$ cat config.mk
export PLATFORM = sky130hd
export DESIGN_NAME = bram_table_loader
export DESIGN_NICKNAME = d
export VERILOG_FILES = /design/src/rtl/bram_table_loader.sv
export SDC_FILE = /design/constraint.sdc
export NUM_CORES = 1
export LEC_CHECK = 0
export BUFFER_PORTS_ARGS = -buffer_cell sky130_fd_sc_hd__buf_2
export CELL_PAD_IN_SITES_DETAIL_PLACEMENT = 0
export CELL_PAD_IN_SITES_GLOBAL_PLACEMENT = 1
export CORE_MARGIN = 2
export CORE_UTILIZATION = 38
export DETAILED_ROUTE_END_ITERATION = 7
export PLACE_DENSITY_LB_ADDON = 0.08
export SKIP_CTS_REPAIR_TIMING = 1
export SKIP_LAST_GASP = 1
export SLEW_MARGIN = 25
export SYNTH_ARGS = -nofsm -noshare
export SYNTH_HDL_FRONTEND = slang
export SYNTH_SLANG_ARGS = --single-unit
$ cat constraint.sdc
create_clock -name i_clk -period 2.7 [get_ports i_clk]
set_input_delay 0.135 -clock i_clk [delete_from_list [all_inputs] [get_ports i_clk]]
set_output_delay 0.135 -clock i_clk [all_outputs]
set_load 0.02 [all_outputs]
$ cat src/rtl/bram_table_loader.sv
// Write side of the AES T-table/S-box lookup banks: streams table words into
// four replicated banks, full image or one region, with a running XOR checksum.
// Ports:
//   i_clk, i_reset        clock, synchronous active-high reset
//   i_start/i_full/i_region  load request (full image or one 256-entry region)
//   i_valid/i_data/o_ready   table word stream, ascending address order
//   o_we/o_addr/o_wdata   common write port to all banks (one cycle after accept)
//   o_busy/o_done/o_err   status: load active, last word written, start while busy
//   o_checksum            XOR of all words written in the current/last load
module bram_table_loader #(
    parameter int ADDR_W    = 10,
    parameter int DATA_W    = 32,
    parameter int NUM_BANKS = 4
) (
    input  logic                 i_clk,
    input  logic                 i_reset,
    input  logic                 i_start,
    input  logic                 i_full,
    input  logic [1:0]           i_region,
    input  logic                 i_valid,
    input  logic [DATA_W-1:0]    i_data,
    output logic                 o_ready,
    output logic [NUM_BANKS-1:0] o_we,
    output logic [ADDR_W-1:0]    o_addr,
    output logic [DATA_W-1:0]    o_wdata,
    output logic                 o_busy,
    output logic                 o_done,
    output logic                 o_err,
    output logic [DATA_W-1:0]    o_checksum
);

    typedef enum logic {
        S_IDLE,
        S_LOAD
    } state_t;

    state_t                 r_state;
    state_t                 w_state_nxt;

    logic [ADDR_W-1:0]      r_cnt;
    logic [ADDR_W-1:0]      r_end;
    logic [ADDR_W-1:0]      r_addr;
    logic [DATA_W-1:0]      r_wdata;
    logic [DATA_W-1:0]      r_checksum;
    logic [NUM_BANKS-1:0]   r_we;
    logic                   r_done;
    logic                   r_err;

    logic                   w_in_load;
    logic                   w_accept;
    logic                   w_last;
    logic                   w_start;
    logic [ADDR_W-1:0]      w_start_addr;
    logic [ADDR_W-1:0]      w_end_addr;

    assign w_in_load = (r_state == S_LOAD);
    assign w_accept  = w_in_load && i_valid;
    assign w_last    = w_accept && (r_cnt == r_end);
    assign w_start   = (r_state == S_IDLE) && i_start;

    // Region bits sit on top of the byte index.
    assign w_start_addr = i_full ? '0
                        : {i_region, {(ADDR_W-2){1'b0}}};
    assign w_end_addr   = i_full ? '1
                        : {i_region, {(ADDR_W-2){1'b1}}};

    always_ff @(posedge i_clk) begin
        if (i_reset) begin
            r_state <= S_IDLE;
        end else begin
            r_state <= w_state_nxt;
        end
    end

    always_comb begin
        w_state_nxt = r_state;
        unique case (r_state)
            S_IDLE: begin
                if (i_start) begin
                    w_state_nxt = S_LOAD;
                end
            end
            S_LOAD: begin
                if (w_last) begin
                    w_state_nxt = S_IDLE;
                end
            end
            default: begin
                w_state_nxt = S_IDLE;
            end
        endcase
    end

    always_ff @(posedge i_clk) begin
        if (i_reset) begin
            r_cnt      <= '0;
            r_end      <= '0;
            r_addr     <= '0;
            r_wdata    <= '0;
            r_checksum <= '0;
            r_we       <= '0;
            r_done     <= 1'b0;
            r_err      <= 1'b0;
        end else begin
            r_we   <= {NUM_BANKS{w_accept}};
            r_done <= w_last;
            r_err  <= i_start && w_in_load;
            // start (IDLE) and accept (LOAD) never coincide
            if (w_start) begin
                r_cnt      <= w_start_addr;
                r_end      <= w_end_addr;
                r_checksum <= '0;
            end
            if (w_accept) begin
                r_addr     <= r_cnt;
                r_wdata    <= i_data;
                r_checksum <= r_checksum ^ i_data;
                r_cnt      <= r_cnt + ADDR_W'(1);
            end
        end
    end

    assign o_ready    = w_in_load;
    assign o_busy     = w_in_load;
    assign o_we       = r_we;
    assign o_addr     = r_addr;
    assign o_wdata    = r_wdata;
    assign o_done     = r_done;
    assign o_err      = r_err;
    assign o_checksum = r_checksum;

endmodule

* Word level (Yosys, flattened, before mapping) *
Index checks and enable logic that the tools add are counted.

storage, ports and cells
  register bits = 98
  latch bits = 0
  RAM bits = 0
  ROM bits = 0
  bits of input ports = 39
  output and inout port bits = 82
  word-level logic and storage cells = 27
  memories = 0

cells by class
  add/sub/neg operators = 1
  multiply operators = 0
  div/mod/pow operators = 0
  order comparisons = 0
  equal/unequal tests = 1
  shift-type cells = 0
  mux-type cells = 9
  bitwise operators = 2
  reduce and logical (&&, ||, !) cells = 5

operator list
  operator                                        number
  2-to-1 mux 32 bit                               2
  2-to-1 mux 10 bit                               4
  XOR 32 bit                                      1
  adder 10 x 1 -> 10 bit (second input constant)  1
  equality test 10 bit                            1
  logical AND 1 bit                               4
  2-to-1 mux 1 bit                                2
  case mux 1 bit (2 select lines)                 1
  nonzero test 2 bit                              1
  inverter 1 bit                                  1

* Logic depth before layout (Yosys ltp) *
Gate-level depths: netlist of the first run.

  word-level depth = 4
  mapped depth = 6

* Worst setup path after synthesis of the first run *
OpenSTA, ideal clock, no wires.

  path type = reg2reg
  start point = register r_state, in the netlist o_busy
  end point = register r_checksum[0], in the netlist o_checksum[0]
  data arrival time = 1.377 ns
  data required time = 2.630 ns
  path slack = 1.252 ns
  cell stages (with the launch flop) = 7
  path through = dfxtp_1 > and2_1 > buf_2 > buf_4 > nand2_1 > or2_1 > a21oi_1

between the ends
  word-level cells in the longest chain between the ends = 3
  elaborated cells between the ends (all ways) = 5

ends and longest elaborated chain
  what                                 line  RTL
  start, declared                      37    state_t r_state;
  start signal, assigned               71    r_state <= w_state_nxt;
  inverter 1 bit                       -
  logical AND 1 bit                    59    assign w_start = (r_state == S_IDLE) && i_start;
  nonzero test 2 bit (no source line)  -
  end signal, assigned                 117   r_checksum <= r_checksum ^ i_data;
  end, declared                        44    logic [DATA_W-1:0] r_checksum;

Several ways; a longest one is shown, not always the timed one.
A chain may end at the register's enable or synchronous reset.

* Worst setup path after layout of the first run *
  start point = register r_state, in the netlist o_busy
  end point = register r_cnt[9]

between the ends
  word-level cells in the longest chain between the ends = 3
  elaborated cells between the ends (all ways) = 5

ends and longest elaborated chain
  what                                 line  RTL
  inverter 1 bit                       -
  logical AND 1 bit                    59
  nonzero test 2 bit (no source line)  -
  end signal, assigned                 110   r_cnt <= w_start_addr;
  end signal, assigned                 118   r_cnt <= r_cnt + ADDR_W'(1);
  end, declared                        40    logic [ADDR_W-1:0] r_cnt;

Several ways; a longest one is shown, not always the timed one.

==> results of run 1 <==
-- worst min-delay path, cell delays in order --
cell and delay [ns]:
buf_2 0.12, nand2_1 0.06, nor2_1 0.03
-- synthesized netlist by cell type (all sizes together) --
library cell / count
dfxtp: 91
nand2: 90
a21oi: 80
nand3: 36
or2: 32
buf: 17
nor2: 17
clkbuf: 15
nor3: 7
o21ai: 5
a31oi: 4
a2111oi: 2
a22oi: 2
a311oi: 2
and3: 2
and4: 2
nand3b: 2
nand4: 2
nor2b: 2
nor4: 2
xor2: 2
a211oi: 1
a41oi: 1
and2: 1
ha: 1
inv: 1
mux2: 1
nand2b: 1
-- worst paths after layout --
| check | start | endpoint | slack [ns] | cells after the start |
|---|---|---|---|---|
| max | o_busy | r_cnt[9] | 0.97 | 5 |
| min reg2reg | o_addr[4] | o_addr[4] | 0.45 | 2 |
| max reg2reg | o_busy | r_cnt[9] | 0.97 | 5 |
| min | i_start | o_err | 0.05 | 3 |
-- state kept, by name (all words and copies together), names as in the netlist --
register and count:
o_err 1, r_cnt 10, o_done 1, o_checksum 32, r_end 3, o_we 1
o_busy 1, o_addr 10, o_wdata 32
-- cell families after synthesis --
kind of cell / count (synthesis) / synth area share, %
simple gates: 196 / 26.7
compound gates: 97 / 15.0
flops: 91 / 52.2
buf+inv: 33 / 4.84
xor+xnor: 2 / 0.502
mux: 1 / 0.323
fa+ha+maj: 1 / 0.359
-- layer usage --
layer,part of all wire [%],GRT usage (%),routed length (um)
met1,45,22.9,3900
met2,47,27.6,4020
met3,6.5,4.67,560
met4,1.7,7.27,144
met5,0,0,0
-- power by group --
part	switching [mW]	leakage [nW]	total [mW]	internal (mW)
sequential	0.0323	0.740	1.42	1.39
combinational	0.199	0.996	0.305	0.106
clock	0.479	0.113	1.03	0.547
-- per-stage QoR --
stage / instances / setup WS, ns / utilization, % / hold slack (ns)
after floorplan: 421 / 1.25 / - / 0.258
after global placement: 622 / 1.06 / 46.8 / 0.406
after detailed placement: 622 / 0.970 / 46.8 / 0.406
after CTS: 638 / 0.945 / 49.3 / 0.0284
after global routing: 638 / 0.796 / 49.3 / 0.0398
final: 638 / 0.970 / 49.3 / 0.0495
-- area by class of cell --
type | count | area [sq um]
fillers | 903 | 4460
flip-flops and latches | 91 | 1820
multi-input cells | 297 | 1500
repair buffers | 125 | 663
clock buffers | 10 | 138
well taps | 108 | 135
clock inverters | 6 | 86.3
inverters | 1 | 3.75
==> impl_metrics.env, run 1 <==
export IMPL_cts_num_sinks=91
export IMPL_netlist_area_sq_mm=0.00349
export IMPL_synthCells=421
export IMPL_worst_clock_skew_ns=0.0109
export IMPL_num_vias=3153
export IMPL_cp_data_arrival_time_ns=1.97
export IMPL_drv_cap=0
export IMPL_p_leak_nw=1.85
export IMPL_crit_slowest_cell="dfxtp_1"
export IMPL_grt_max_degree=54
export IMPL_max_stage_delay_ns=0.47
export IMPL_drt_total_wl_um=8620
export IMPL_synth_warnings=0
export IMPL_critPathKind="reg -> reg"
export IMPL_yosys_area_top_type="dfxtp_1"
export IMPL_worstPathRequired_ns=2.94
export IMPL_grt_pass1_wl_um=13900
export IMPL_htree_levels=3
export IMPL_hp_class="in -> reg"
export IMPL_synth_seq_area_share_pct=52.2
export IMPL_synth_cell_types=38
export IMPL_synth_seq_cells=91
export IMPL_slew_viol_final=0
export IMPL_design_area_sq_mm=0.00435
export IMPL_remaining_drc_errors=0
export IMPL_hold_violations=0
export IMPL_dpl_hpwl_um=5720
export IMPL_drt_iter0_markers=74
export IMPL_place_congestion=0.825
export IMPL_syn_avg_cell_area_sq_um=8.28
export IMPL_endpoint_kind="register"
export IMPL_first_pass_iters=4
export IMPL_peakVddDrop_v=0.000260
export IMPL_wl_per_cell_um=13.5
export IMPL_outcome="finished, final reports clean"
export IMPL_cts_root_buf="clkbuf_8"
export IMPL_cp_max_fo=22
export IMPL_tns_ns=0
export IMPL_worstMarginPinSlew_ns=0.757
export IMPL_portBuffers=120
export IMPL_nets=565
export IMPL_grt_pass1_vias=2868
export IMPL_crit_family="simple AND/OR/NAND/NOR gates"
export IMPL_syn_nets=461
export IMPL_grt_usage_pct=17.5
export IMPL_dpl_instance_area_sq_mm=0.00412
export IMPL_clock_latency_ns=0.35
export IMPL_die_height_um=99.8
export IMPL_antenna_left=0
export IMPL_cts_path_max_buffers=2
export IMPL_drive_above_1_share_pct=27.9
export IMPL_grt_overflow_total=0
export IMPL_rsz0062_at_grt="no"
export IMPL_total_power_mw=2.75
export IMPL_synth_top_cell_area_share_pct=52.2
export IMPL_period_needed_ns=1.73
export IMPL_crit_buf_inv=1
export IMPL_core_sq_mm=0.00881
export IMPL_ios=121
export IMPL_slew_headroom_pct=49.6
export IMPL_dieArea_sq_mm=0.00996
export IMPL_powerDensity_mw_per_mm2=634
export IMPL_layout_commonest_cell="buf_2"
export IMPL_cp_cell_sequence="and2_2 > buf_4 > nor2_1 > o21ai_0 > a31oi_1"
export IMPL_antenna_found_initial=0
export IMPL_via_per_inst=4.94
export IMPL_layout_common_cells="buf_2 (120), dfxtp_1 (91), nand2_1 (89)"
export IMPL_timing_final_setup_violations=0
export IMPL_cts_tree="yes"
export IMPL_die_width_um=99.8
export IMPL_fmax_ghz=0.578
export IMPL_start_util_pct=39.6
export IMPL_diodes=0
export IMPL_area_delta_synth_final_pct=24.6
export IMPL_synth_area_top_cells="dfxtp_1 (52%), a21oi_1 (11%), nand2_1 (9.6%)"
export IMPL_startpoint_type="register"
export IMPL_cts_buffers=9
export IMPL_min_period_over_period_pct=64.1
export IMPL_clk_pin_slew_ns=0.09
export IMPL_rows=34
(Power assumes the default switching activity.)
==> inputs of run 2 (changes only) <==
Settings changed: CORE_UTILIZATION 38 to 35.
Clock period 2.7 ns to 1.8 ns, I/O delays scaled along.
==> impl_metrics.env, run 2 (synthesis gave the netlist of run 1 again) <==
export IMPL_wl_per_cell_um=13.1
export IMPL_rsz0062_at_grt="no"
export IMPL_drive_above_1_share_pct=28.7
export IMPL_tns_ns=0
export IMPL_portBuffers=120
export IMPL_endpoint_kind="register"
export IMPL_grt_overflow_total=0
export IMPL_ios=121
export IMPL_worst_clock_skew_ns=0.00827
export IMPL_rows=36
export IMPL_grt_usage_pct=16.9
export IMPL_start_util_pct=35.8
export IMPL_core_sq_mm=0.00973
export IMPL_grt_pass1_vias=3013
export IMPL_worstMarginPinSlew_ns=0.623
export IMPL_period_needed_ns=1.58
export IMPL_timing_final_setup_violations=0
export IMPL_grt_max_degree=31
export IMPL_die_width_um=104
export IMPL_cts_num_sinks=91
export IMPL_violations="negative hold slack"
export IMPL_die_height_um=104
export IMPL_whs_ns=-0.00485
export IMPL_p_leak_nw=1.88
export IMPL_dieArea_sq_mm=0.0108
export IMPL_outcome="complete, but fails checks"
export IMPL_fmax_ghz=0.632
export IMPL_r2r_end="r_cnt[8]"
export IMPL_rrSetupSlack_ns=0.22
export IMPL_nets=571
export IMPL_drt_iter0_markers=96
export IMPL_fin_ws_ns=0.217
export IMPL_cts_tree="yes"
export IMPL_layout_common_cells="buf_2 (120), dfxtp_1 (91), nand2_1 (89)"
export IMPL_hp_class="in -> reg"
export IMPL_dpl_hpwl_um=5920
export IMPL_num_vias=3124
export IMPL_cp_max_fo=7
export IMPL_antenna_left=0
export IMPL_crit_path_start="r_cnt[0]"
export IMPL_slew_viol_final=0
export IMPL_area_delta_synth_final_pct=26.9
export IMPL_diodes=0
export IMPL_startpoint_type="register"
export IMPL_cts_root_buf="clkbuf_8"
export IMPL_dpl_worst_slack_ns=0.248
export IMPL_peakVddDrop_v=0.000338
export IMPL_hold_depth=3
export IMPL_drt_total_wl_um=8740
export IMPL_layout_commonest_cell="buf_2"
export IMPL_crit_end="r_cnt[8]"
export IMPL_r2r_cells=5
export IMPL_cts_path_max_buffers=2
export IMPL_r2r_start="r_cnt[0]"
export IMPL_critPathKind="reg -> reg"
export IMPL_slew_headroom_pct=58.4
export IMPL_hold_violations=1
export IMPL_via_per_inst=4.67
export IMPL_htree_levels=3
export IMPL_clock_latency_ns=0.36
export IMPL_cts_buffers=9
export IMPL_min_period_over_period_pct=87.9
export IMPL_cp_data_arrival_time_ns=1.83
export IMPL_clk_pin_slew_ns=0.09
export IMPL_antenna_found_initial=0
export IMPL_first_pass_iters=6
export IMPL_grt_pass1_wl_um=14800
export IMPL_powerDensity_mw_per_mm2=902
export IMPL_remaining_drc_errors=0
export IMPL_drv_cap=0
export IMPL_place_congestion=0.724
export IMPL_worstPathRequired_ns=2.04
==> run 2: power breakdown <==
| part | switching [mW] | internal, mW |
|---|---|---|
| combinational | 0.306 | 0.178 |
| sequential | 0.0452 | 2.09 |
| clock | 0.737 | 0.640 |
==> run 2: cell type report <==
cell class | instances | area (sq um)
fill | 1054 | 5300
sequential | 91 | 1820
multi-input combinational | 297 | 1500
timing repair buffer | 131 | 746
tap | 133 | 166
clock buffer | 9 | 124
clock inverter | 7 | 67.6
inverter | 1 | 3.75
==> run 2: how the worst min path moves through the flow <==
stage	endpoint	slack, ns	startpoint
after global placement	o_err	0.37	i_start
final	o_err	-0.005	i_start
after detailed placement	o_err	0.37	i_start
after global routing	o_err	0.0007	i_start
after floorplan	o_err	0.21	i_start
after CTS	o_err	-0.03	i_start
==> run 2: stage by stage <==
step / power, mW / instance area [sq um] / cells / util (%) / hold WS [ns]
after floorplan: 2.47 / 3490 / 421 / - / 0.213
after global placement: 2.67 / 4240 / 653 / 43.5 / 0.368
after detailed placement: 2.67 / 4240 / 653 / 43.5 / 0.366
after CTS: 4.07 / 4430 / 669 / 45.5 / -0.0306
after global routing: 4.22 / 4430 / 669 / 45.5 / 0.000718
final: 3.99 / 4430 / 669 / 45.5 / -0.00485
==> run 2: critical path, cell delays in order, from the launching register on <==
cell,delay [ns]
dfxtp_1,0.43
ha_1,0.23
nand3_1,0.18
o21ai_0,0.21
a21oi_1,0.08
a2111oi_0,0.34
==> run 2: per-layer routing <==
layer | vias up | part of all wire (%) | global-route usage [%]
li1 | 1639 | - | -
met1 | 1385 | 48 | 22.3
met2 | 88 | 44 | 26.0
met3 | 12 | 6.6 | 4.47
met4 | 0 | 1.9 | 7.24
met5 | - | 0 | 0
